`config.mk`:
```
export PLATFORM = sky130hd
export DESIGN_NAME = sram_arbiter
export DESIGN_NICKNAME = d
export VERILOG_FILES = /design/src/rtl/sram_pkg.sv /design/src/rtl/rr_pick2.sv /design/src/rtl/sram_arbiter.sv
export SDC_FILE = /design/constraint.sdc
export NUM_CORES = 1
export LEC_CHECK = 0
export BUFFER_PORTS_ARGS = -buffer_cell sky130_fd_sc_hd__clkbuf_2
export CELL_PAD_IN_SITES_DETAIL_PLACEMENT = 0
export CELL_PAD_IN_SITES_GLOBAL_PLACEMENT = 1
export CORE_ASPECT_RATIO = 1.2
export CORE_MARGIN = 10
export CORE_UTILIZATION = 17
export DETAILED_ROUTE_END_ITERATION = 8
export GPL_ROUTABILITY_DRIVEN = 0
export HOLD_SLACK_MARGIN = 0.06
export PLACE_DENSITY_LB_ADDON = 0.12
export SLEW_MARGIN = 10
export SYNTH_ARGS = -nofsm -noshare
export SYNTH_HDL_FRONTEND = slang
export SYNTH_SLANG_ARGS = --single-unit
```
`constraint.sdc`:
```
create_clock -name clk -period 1.6 [get_ports clk]
set_input_delay 0.08 -clock clk [delete_from_list [all_inputs] [get_ports clk]]
set_output_delay 0.08 -clock clk [all_outputs]
set_load 0.02 [all_outputs]
```
`src/rtl/sram_pkg.sv`:
```
`default_nettype none
// ============================================================================
// sram_pkg : shared sizing defaults and master ids for the SRAM arbiter
// Rev 1.0
// ============================================================================
package sram_pkg;

   localparam int N_DEF = 4;
   localparam int W_DEF = 4;
   localparam int ID_W  = 1;

   typedef logic [ID_W-1:0] id_t;

   localparam id_t M0 = 1'b0;
   localparam id_t M1 = 1'b1;

endpackage
`default_nettype wire

```
`src/rtl/rr_pick2.sv`:
```
`default_nettype none
// ============================================================================
// rr_pick2 : combinational 2-way round-robin picker
// Rev 1.0
// ============================================================================
module rr_pick2
   import sram_pkg::*;
(
   input  logic [1:0] i_req,
   input  id_t        i_last,
   output logic [1:0] o_gnt,
   output id_t        o_id
);

   // Under contention the master that was not served last wins.
   assign o_gnt[0] = i_req[0] & (~i_req[1] | (i_last == M1));
   assign o_gnt[1] = i_req[1] & (~i_req[0] | (i_last == M0));
   assign o_id     = o_gnt[1] ? M1 : M0;

endmodule
`default_nettype wire

```
`src/rtl/sram_arbiter.sv`:
```
`default_nettype none
// ============================================================================
// sram_arbiter : two-master round-robin access to one single-port SRAM
// Rev 1.0
// ============================================================================
module sram_arbiter
   import sram_pkg::*;
#(
   parameter int N = N_DEF,
   parameter int W = W_DEF,
   parameter int A = $clog2(N)
)
(
   input  logic         clk,
   input  logic         rst_n,
   input  logic         req0,
   input  logic         req1,
   input  logic         we0,
   input  logic         we1,
   input  logic [A-1:0] addr0,
   input  logic [A-1:0] addr1,
   input  logic [W-1:0] wdata0,
   input  logic [W-1:0] wdata1,
   output logic         gnt0,
   output logic         gnt1,
   output logic         rvalid0,
   output logic         rvalid1,
   output logic [W-1:0] rdata,
   output logic         sram_cs,
   output logic         sram_wr_en,
   output logic [A-1:0] sram_addr,
   output logic [W-1:0] sram_wr_data,
   input  logic [W-1:0] sram_rd_data
);

   id_t        r_last;
   logic       r_rd_pend;
   id_t        r_rd_id;

   logic [1:0] w_pick_gnt;
   id_t        w_pick_id;
   logic [1:0] w_gnt;
   logic       w_any;

   rr_pick2 u_pick (
      .i_req  ({req1, req0}),
      .i_last (r_last),
      .o_gnt  (w_pick_gnt),
      .o_id   (w_pick_id)
   );

   // Grants are suppressed while reset is held so no access reaches the SRAM.
   assign w_gnt = rst_n ? w_pick_gnt : 2'b00;
   assign w_any = |w_gnt;
   assign gnt0  = w_gnt[0];
   assign gnt1  = w_gnt[1];

   always_comb begin
      sram_cs      = w_any;
      sram_wr_en   = 1'b0;
      sram_addr    = '0;
      sram_wr_data = '0;
      if (w_gnt[1]) begin
         sram_wr_en   = we1;
         sram_addr    = addr1;
         sram_wr_data = wdata1;
      end else if (w_gnt[0]) begin
         sram_wr_en   = we0;
         sram_addr    = addr0;
         sram_wr_data = wdata0;
      end
   end

   always_ff @(posedge clk) begin
      if (!rst_n) begin
         r_last    <= M1;
         r_rd_pend <= 1'b0;
         r_rd_id   <= M0;
      end else begin
         if (w_any) begin
            r_last <= w_pick_id;
         end
         r_rd_pend <= w_any & ~sram_wr_en;
         if (w_any && !sram_wr_en) begin
            r_rd_id <= w_pick_id;
         end
      end
   end

   assign rvalid0 = r_rd_pend & (r_rd_id == M0);
   assign rvalid1 = r_rd_pend & (r_rd_id == M1);
   assign rdata   = sram_rd_data;

endmodule
`default_nettype wire

```
==> flow_metrics.tcl, run 1 <==
set metrics [dict create \
    grt_max_degree 11 \
    p_switching_mw 0.0969 \
    yosysWarnings 0 \
    seqPwrFrac_pct 25.8 \
    antenna_left 0 \
    hold_class "input pin to register" \
    path_delay_family "simple AND/OR/NAND/NOR gates" \
    tightest_slew_ns 0.358 \
    drc 0 \
    cts_tree "built" \
    finalMaxSlewViolations 0 \
    slowest_stage "and3_1" \
    grt_setup_unrepaired "false" \
    design_power_total_mw 0.319 \
    post-route-period-util_pct 91.9 \
    drt_pass1_iterations 2 \
    crit_type "register to output port" \
    vdd_drop_max_mv 0.251 \
    max_freq_ghz 0.680 \
    critPathMaxFanout 10 \
    synth.distinct_cells 16 \
    status "completed" \
    dp.final_hpwl_um 932 \
    final_common_cell "clkbuf_2" \
    drt_wl_total_um 1100 \
    clockPowerShare_pct 40.8 \
    slowest_delay_ns 0.38 \
    root_buffer "clkbuf_4" \
    p_comb_share_pct 33.3 \
    hold_ws_ns 0.117 \
    multi_input_area_um2 159 \
    die_h_um 64.1 \
    cts_resized 0 \
    grt_pass1_vias 371 \
    final_cells 76 \
    die-area_um2 3640 \
    clock_latency_ns 0.23 \
    post-route-util_pct 28.7 \
    end_kind "output port" \
    maxSlewHeadroom_pct 76.1 \
    finalHoldViolCount 0 \
    skew_ns 0.000949 \
    path_cells "nand2_1 -> and3_1 -> a22o_1 -> clkbuf_2" \
    nFillCells 171 \
    synthesis.nets 53 \
    vias_per_cell 4.43 \
    final_cell_mix "29 x clkbuf_2, 7 x a22o_1, 3 x clkbuf_4, 3 x dfxtp_1" \
    crit_buf_inv 1 \
    grt_usage_pct 5.85 \
    drv_cap 0 \
    dp_cells 71 \
    diodes 0 \
    antenna_found_initial 0 \
    fp.dieW_um 56.7 \
    grt.overflow.total 0 \
    swShare_pct 30.3 \
    io_pins 38 \
    dpl_cell_area_um2 389 \
    drive_gt1_share_pct 61.0 \
    design_area_um2 425 \
    syn_area_um2 275 \
    pre_cts_ws_ns 0.364 \
    crit_arrival_ns 1.39 \
    min_period_ns 1.47 \
    area_growth_pct 54.5 \
    htreeDepth 1 \
    cts_sinks 3 \
    syn_inst 31 \
    cts_made_buffers 3 \
    final_nets 82 \
    ys_seq_area_share_pct 21.8 \
    r2r_slack_ns 0.46 \
    clk_pin_slew_ns 0.04 \
    initial_core_util_pct 18.6 \
    wl_per_cell_um 14.5 \
    cellLeakagePower_nw 0.251 \
    p_per_area_nw_per_um2 751 \
    std_cell_rows 15 \
    cp-start-kind "register" \
    vias 337 \
    grt_pass1_wl_um 1710 \
    core_region_area_um2 1480 \
    avgSynthCellArea_um2 8.88 \
    fin_ws_ns 0.130 \
    intPower_mw 0.223 \
    place.port_buffers 29 \
    worst_ep_required_time_ns 1.52 \
    drt_iter0_drc 2 \
    fin_tns_setup_ns 0 \
    layout.area.seq_um2 60.1 \
    synth-seq-cells 3 \
    setup_viol 0 \
    cts_max_path_buffers 2 \
]
==> tightest hold or removal path, delay by kind of cell <==
| kind | cells | cell delay [ns] |
|---|---|---|
| buf+inv | 1 | 0.10 |
| compound gates | 1 | 0.07 |
| simple gates | 1 | 0.06 |
==> flip-flops by register name (all words and copies together), names as in the netlist <==
signal     count
r_rd_pend      1
r_last         1
r_rd_id        1
==> Yosys cell counts <==
master | number | share of area (%)
and3_2 | 1 | 2.7
a32o_2 | 1 | 4.1
and2_1 | 2 | 4.5
and3_1 | 1 | 2.3
a22o_1 | 7 | 22
or2_1 | 1 | 2.3
mux2_4 | 1 | 5.5
buf_6 | 2 | 8.2
o21ai_0 | 1 | 1.8
buf_4 | 4 | 11
inv_1 | 1 | 1.4
nand2b_1 | 1 | 2.3
dfxtp_1 | 3 | 22
nand2_1 | 2 | 2.7
and2_2 | 1 | 2.7
nor2b_1 | 2 | 4.5
==> path summary, 6_finish.rpt <==
path / startpoint / to / cells after the start
min: req1 / r_last / 3
max reg2reg: r_last / r_rd_id / 3
max: r_last / sram_wr_data[0] / 4
min reg2reg: r_last / r_last / 2
==> power groups by stage <==
stage	logic, mW	registers, mW	clock network, mW
after floorplan	0.0799	0.0829	0
after CTS	0.108	0.0824	0.139
after global routing	0.116	0.0833	0.142
after detailed placement	0.106	0.0835	0
final	0.107	0.0826	0.130
after global placement	0.107	0.0832	0
==> repair_timing <==
| item | 4_1_cts | 5_1_grt |
|---|---|---|
| hold endpoints to repair | 1 | 0 |
| hold buffers | 1 | 0 |
| setup buffers | 0 | 0 |
==> area by class of cell <==
| cell class | count | share of cell area [%] |
|---|---|---|
| tap | 17 | 5.00 |
| multi-input combinational | 21 | 37.4 |
| timing repair buffer | 30 | 36.5 |
| sequential | 3 | 14.1 |
| clock buffer | 4 | 6.18 |
| inverter | 1 | 0.882 |
==> per-layer routing <==
layer / global-route usage (%) / up-vias / routed length, um
li1: - / 164 / -
met1: 4.65 / 149 / 371
met2: 9.89 / 24 / 513
met3: 4.55 / 0 / 215
met4: 3.53 / 0 / 0
met5: 0 / - / 0
==> cells by family (layout without fill, tap and decap cells) <==
family	after synthesis	count (layout)	synth area share [%]
compound gates	9	9	28.2
buf+inv	7	35	20.5
flops	3	3	21.8
mux	1	1	5.45
simple gates	11	11	24.1
Power figures use the tool's default switching activity.
==> run 2: changes to the inputs <==
Settings changed: CTS_BUF_LIST from default to sky130_fd_sc_hd__clkbuf_4 sky130_fd_sc_hd__clkbuf_8 sky130_fd_sc_hd__clkbuf_16.
==> run 2 against run 1 <==
Worst setup slack improved by 0.00078 ns. Sequential share of layout area decreased by 0.12 points. Clock skew about the same. Register-to-register slack about the same. Worst hold slack improved by 0.00079 ns. Via count decreased by 0.30%. Fmax about the same. First-iteration DRC count unchanged. Clock-buffer cell count unchanged. Critical path type unchanged.
==> flow_metrics.tcl, run 2 (synthesis gave the netlist of run 1 again) <==
set metrics [dict create \
    grt_setup_unrepaired "false" \
    min-delay-start "req1" \
    htreeDepth 1 \
    diodes 0 \
    antenna_left 0 \
    crit_arrival_ns 1.39 \
    clk_pin_slew_ns 0.04 \
    hold_class "input pin to register" \
    area_growth_pct 55.9 \
    fin_tns_setup_ns 0 \
    fp.dieW_um 56.7 \
    wl_per_cell_um 14.4 \
    drive_gt1_share_pct 62.7 \
    slowest_delay_ns 0.38 \
    seqPwrFrac_pct 24.6 \
    post-route-period-util_pct 91.9 \
    end_kind "output port" \
    initial_core_util_pct 18.6 \
    cts_resized 0 \
    nFillCells 169 \
    status "completed" \
    top_regs "r_last x1, r_rd_id x1, r_rd_pend x1" \
    grt_max_degree 11 \
    final_cells 76 \
    vias 336 \
    final_nets 82 \
    finalHoldViolCount 0 \
    r2r-end "r_rd_id" \
    worst_ep_required_time_ns 1.52 \
    cp-start-kind "register" \
    grt_pass1_wl_um 1700 \
    drv_cap 0 \
    path_delay_family "simple AND/OR/NAND/NOR gates" \
    crit_buf_inv 1 \
    drt_wl_total_um 1100 \
    min_to "r_last" \
    cts_tree "built" \
    final_common_cell "clkbuf_2" \
    r2r_slack_ns 0.46 \
    core_region_area_um2 1480 \
    grt_pass1_vias 371 \
    vias_per_cell 4.42 \
    vdd_drop_max_mv 0.251 \
    place.port_buffers 29 \
    p_per_area_nw_per_um2 783 \
    maxSlewHeadroom_pct 76.1 \
    r2r_cells 3 \
    critPathMaxFanout 10 \
    p_switching_mw 0.0966 \
    grt_usage_pct 5.73 \
    root_buffer "clkbuf_4" \
    die_h_um 64.1 \
    cts_made_buffers 3 \
    p_comb_share_pct 31.7 \
    cts_max_path_buffers 2 \
    antenna_found_initial 0 \
    drt_iter0_drc 2 \
    path_cells "nand2_1 -> and3_1 -> a22o_1 -> clkbuf_2" \
    max_freq_ghz 0.680 \
    tightest_slew_ns 0.358 \
    slowest_stage "and3_1" \
    intPower_mw 0.239 \
    final_cell_mix "29 x clkbuf_2, 7 x a22o_1, 4 x clkbuf_4" \
    std_cell_rows 15 \
    drt_pass1_iterations 2 \
    grt.overflow.total 0 \
    setup_viol 0 \
    swShare_pct 28.8 \
    skew_ns 0.000788 \
    drc 0 \
    r2r-start "r_last" \
    clock_latency_ns 0.23 \
    dp_cells 71 \
    clockPowerShare_pct 43.7 \
    io_pins 38 \
    holdPathStages 3 \
    min_period_ns 1.47 \
    crit_type "register to output port" \
    dp.final_hpwl_um 932 \
    cts_sinks 3 \
    finalMaxSlewViolations 0 \
    die-area_um2 3640 \
    cellLeakagePower_nw 0.255 \
]
[run 2: cell types whose count changed in the layout (fill, tap and decap cells not counted)]
cell,delta
clkbuf_1,-1
clkbuf_4,+1
[run 2: final cells by class]
class / count / area, um^2 / share of cell area [%]
clock buffer: 4 / 30.0 / 7.00
inverter: 1 / 3.75 / 0.875
multi-input combinational: 21 / 159 / 37.0
sequential: 3 / 60.1 / 14.0
tap: 17 / 21.3 / 4.96
timing repair buffer: 30 / 155 / 36.2
[run 2: worst min-delay path, cell delays in order]
cell,delay [ns]
clkbuf_2,0.10
o21ai_0,0.07
nand2_1,0.06
[run 2: worst max path at each step]
stage / cells past startpoint / start / to / slack (ns)
2_1_floorplan: 4 / r_last / sram_cs / 0.46
3_3_place_gp: 4 / r_last / sram_addr[1] / 0.38
3_5_place_dp: 4 / r_last / sram_wr_data[0] / 0.36
4_1_cts: 4 / r_last / sram_wr_data[0] / 0.12
5_1_grt: 4 / r_last / sram_wr_data[0] / 0.03
6_report: 4 / r_last / sram_wr_data[0] / 0.13
[run 2: power groups by stage]
stage	Sequential (mW)	Clock, mW	Combinational, mW
floorplan	0.0829	0	0.0799
global placement	0.0832	0	0.107
detailed placement	0.0835	0	0.106
CTS	0.0824	0.155	0.108
global route	0.0833	0.158	0.116
finish	0.0826	0.147	0.107
[run 2: per-layer routing]
| metal | vias to the layer above | GRT usage, % | share of wire (%) |
|---|---|---|---|
| met5 | - | 0 | 0 |
| met2 | 24 | 9.89 | 47 |
| met4 | 0 | 2.65 | 0 |
| li1 | 164 | - | - |
| met1 | 148 | 4.65 | 34 |
| met3 | 0 | 4.55 | 20 |
[run 2: timing repair]
item / 4_1_cts / 5_1_grt
endpoints found under the hold margin: 1 / 0
hold buffers: 1 / 0
setup endpoints to repair: 0 / 0
setup buffers: 0 / 0
[run 2: through the flow]
step	power (mW)	area, um^2	hold slack [ns]	setup WS (ns)	util, %
floorplan	0.163	275	0.142	0.461	-
global route	0.357	429	0.142	0.0300	28.9
CTS	0.345	429	0.115	0.116	28.9
global placement	0.190	389	0.160	0.379	26.2
detailed placement	0.190	389	0.160	0.364	26.2
finish	0.336	429	0.118	0.130	28.9
==> run 3: changes to the inputs <==
Settings changed: GPL_ROUTABILITY_DRIVEN 0 to default, RECOVER_POWER from default to 50.
==> run 3 against run 2 <==
Global-route usage unchanged. First-iteration DRC count is 50% lower. Die area unchanged. Clock power about the same. Sequential share of layout area is 0.25 points higher. Largest cell class unchanged. Combinational power barely moved. Critical path type unchanged.
==> flow_metrics.tcl, run 3 (synthesis gave the netlist of run 1 again) <==
set metrics [dict create \
    min_period_ns 1.47 \
    vdd_drop_max_mv 0.251 \
    setup.worst_path.start "r_last" \
    core_region_area_um2 1480 \
    finalMaxSlewViolations 0 \
    finalHoldViolCount 0 \
    fp.dieW_um 56.7 \
    grt_pass1_vias 371 \
    place.gp.congestion 0.677 \
    grt_setup_unrepaired "false" \
    fin_ws_ns 0.129 \
    final_common_cell "clkbuf_2" \
    cts_made_buffers 3 \
    die_h_um 64.1 \
    max_freq_ghz 0.680 \
    crit_arrival_ns 1.39 \
    antenna_found_initial 0 \
    end_kind "output port" \
    wl_per_cell_um 14.4 \
    grt.overflow.total 0 \
    grt_pass1_wl_um 1700 \
    cellLeakagePower_nw 0.242 \
    tightest_slew_ns 0.355 \
    fin_tns_setup_ns 0 \
    place.port_buffers 29 \
    die-area_um2 3640 \
    multi_input_area_um2 154 \
    skew_ns 0.000816 \
    drt_pass1_iterations 2 \
    hold_class "input pin to register" \
    pre_cts_ws_ns 0.364 \
    drt_wl_total_um 1100 \
    diodes 0 \
    nFillCells 173 \
    p_per_area_nw_per_um2 791 \
    cts_sinks 3 \
    worst_ep_required_time_ns 1.52 \
    final_cell_mix "27 x clkbuf_2, 7 x a22o_1, 4 x clkbuf_4" \
    htreeDepth 1 \
    drive_gt1_share_pct 55.9 \
    top_regs "r_last x1, r_rd_id x1, r_rd_pend x1" \
    cts_resized 0 \
    dp.final_hpwl_um 932 \
    vias_per_cell 4.42 \
    cp-start-kind "register" \
    root_buffer "clkbuf_4" \
    r2r-start "r_last" \
    antenna_left 0 \
    crit_type "register to output port" \
    initial_core_util_pct 18.6 \
    vias 336 \
    area_growth_pct 53.2 \
    cts_max_path_buffers 2 \
    std_cell_rows 15 \
    drv_cap 0 \
    critPathMaxFanout 10 \
    clk_pin_slew_ns 0.04 \
    min-delay-start "req1" \
    setup_viol 0 \
    final_nets 82 \
    drt_iter0_drc 1 \
    clock_latency_ns 0.23 \
    grt_max_degree 11 \
    maxSlewHeadroom_pct 76.3 \
    status "completed" \
    grt_usage_pct 5.73 \
    post-route-period-util_pct 91.9 \
    cts_tree "built" \
    drc 0 \
    io_pins 38 \
    layout.area.seq_um2 60.1 \
]
## run 3: cell count changes in the layout (fill, tap and decap cells not counted)
cell      previous run  this run
mux2_1               0         1
a32o_1               0         1
mux2_4               1         0
clkbuf_1             0         2
a32o_2               1         0
clkbuf_2            29        27
## run 3: worst paths after layout
check                          to  slack, ns  cells past startpoint
setup / recovery  sram_wr_data[0]       0.13                      4
hold / removal             r_last       0.12                      3
setup reg to reg          r_rd_id       0.44                      3
hold reg to reg            r_last       0.51                      2
## run 3: per-stage QoR
| step | instance area, um^2 | std cells | utilization [%] | hold slack, ns | total power, mW |
|---|---|---|---|---|---|
| global placement | 389 | 71 | 26.2 | 0.160 | 0.190 |
| finish | 422 | 76 | 28.4 | 0.117 | 0.333 |
| CTS | 429 | 76 | 28.9 | 0.115 | 0.345 |
| detailed placement | 389 | 71 | 26.2 | 0.160 | 0.190 |
| global route | 422 | 76 | 28.4 | 0.142 | 0.354 |
| floorplan | 275 | 31 | - | 0.142 | 0.163 |
## run 3: final cells by class
class | count | share of cell area (%)
sequential | 3 | 14.2
tap | 17 | 5.04
clock buffer | 4 | 7.12
inverter | 1 | 0.890
multi-input combinational | 21 | 36.5
timing repair buffer | 30 | 36.2
## run 3: power breakdown
group	total, mW	internal (mW)	switching (mW)
logic	0.104	0.0468	0.0571
clock network	0.147	0.110	0.0370
registers	0.0824	0.0801	0.00230
## run 3: per-layer routing
| metal | global-route usage (%) | routed length (um) |
|---|---|---|
| met1 | 4.65 | 369 |
| met2 | 9.89 | 512 |
| met3 | 4.55 | 215 |
| met4 | 2.65 | 0 |
| met5 | 0 | 0 |
## run 3: timing repair
action | CTS | global route
hold buffers | 1 | 0
hold endpoints to repair | 1 | 0
buffers inserted | 0 | 0
## run 3: worst max-delay path, cell delays in order, from the launching register on
cell      delay (ns)
dfxtp_1         0.31
nand2_1         0.09
and3_1          0.38
a22o_1          0.21
clkbuf_2        0.17
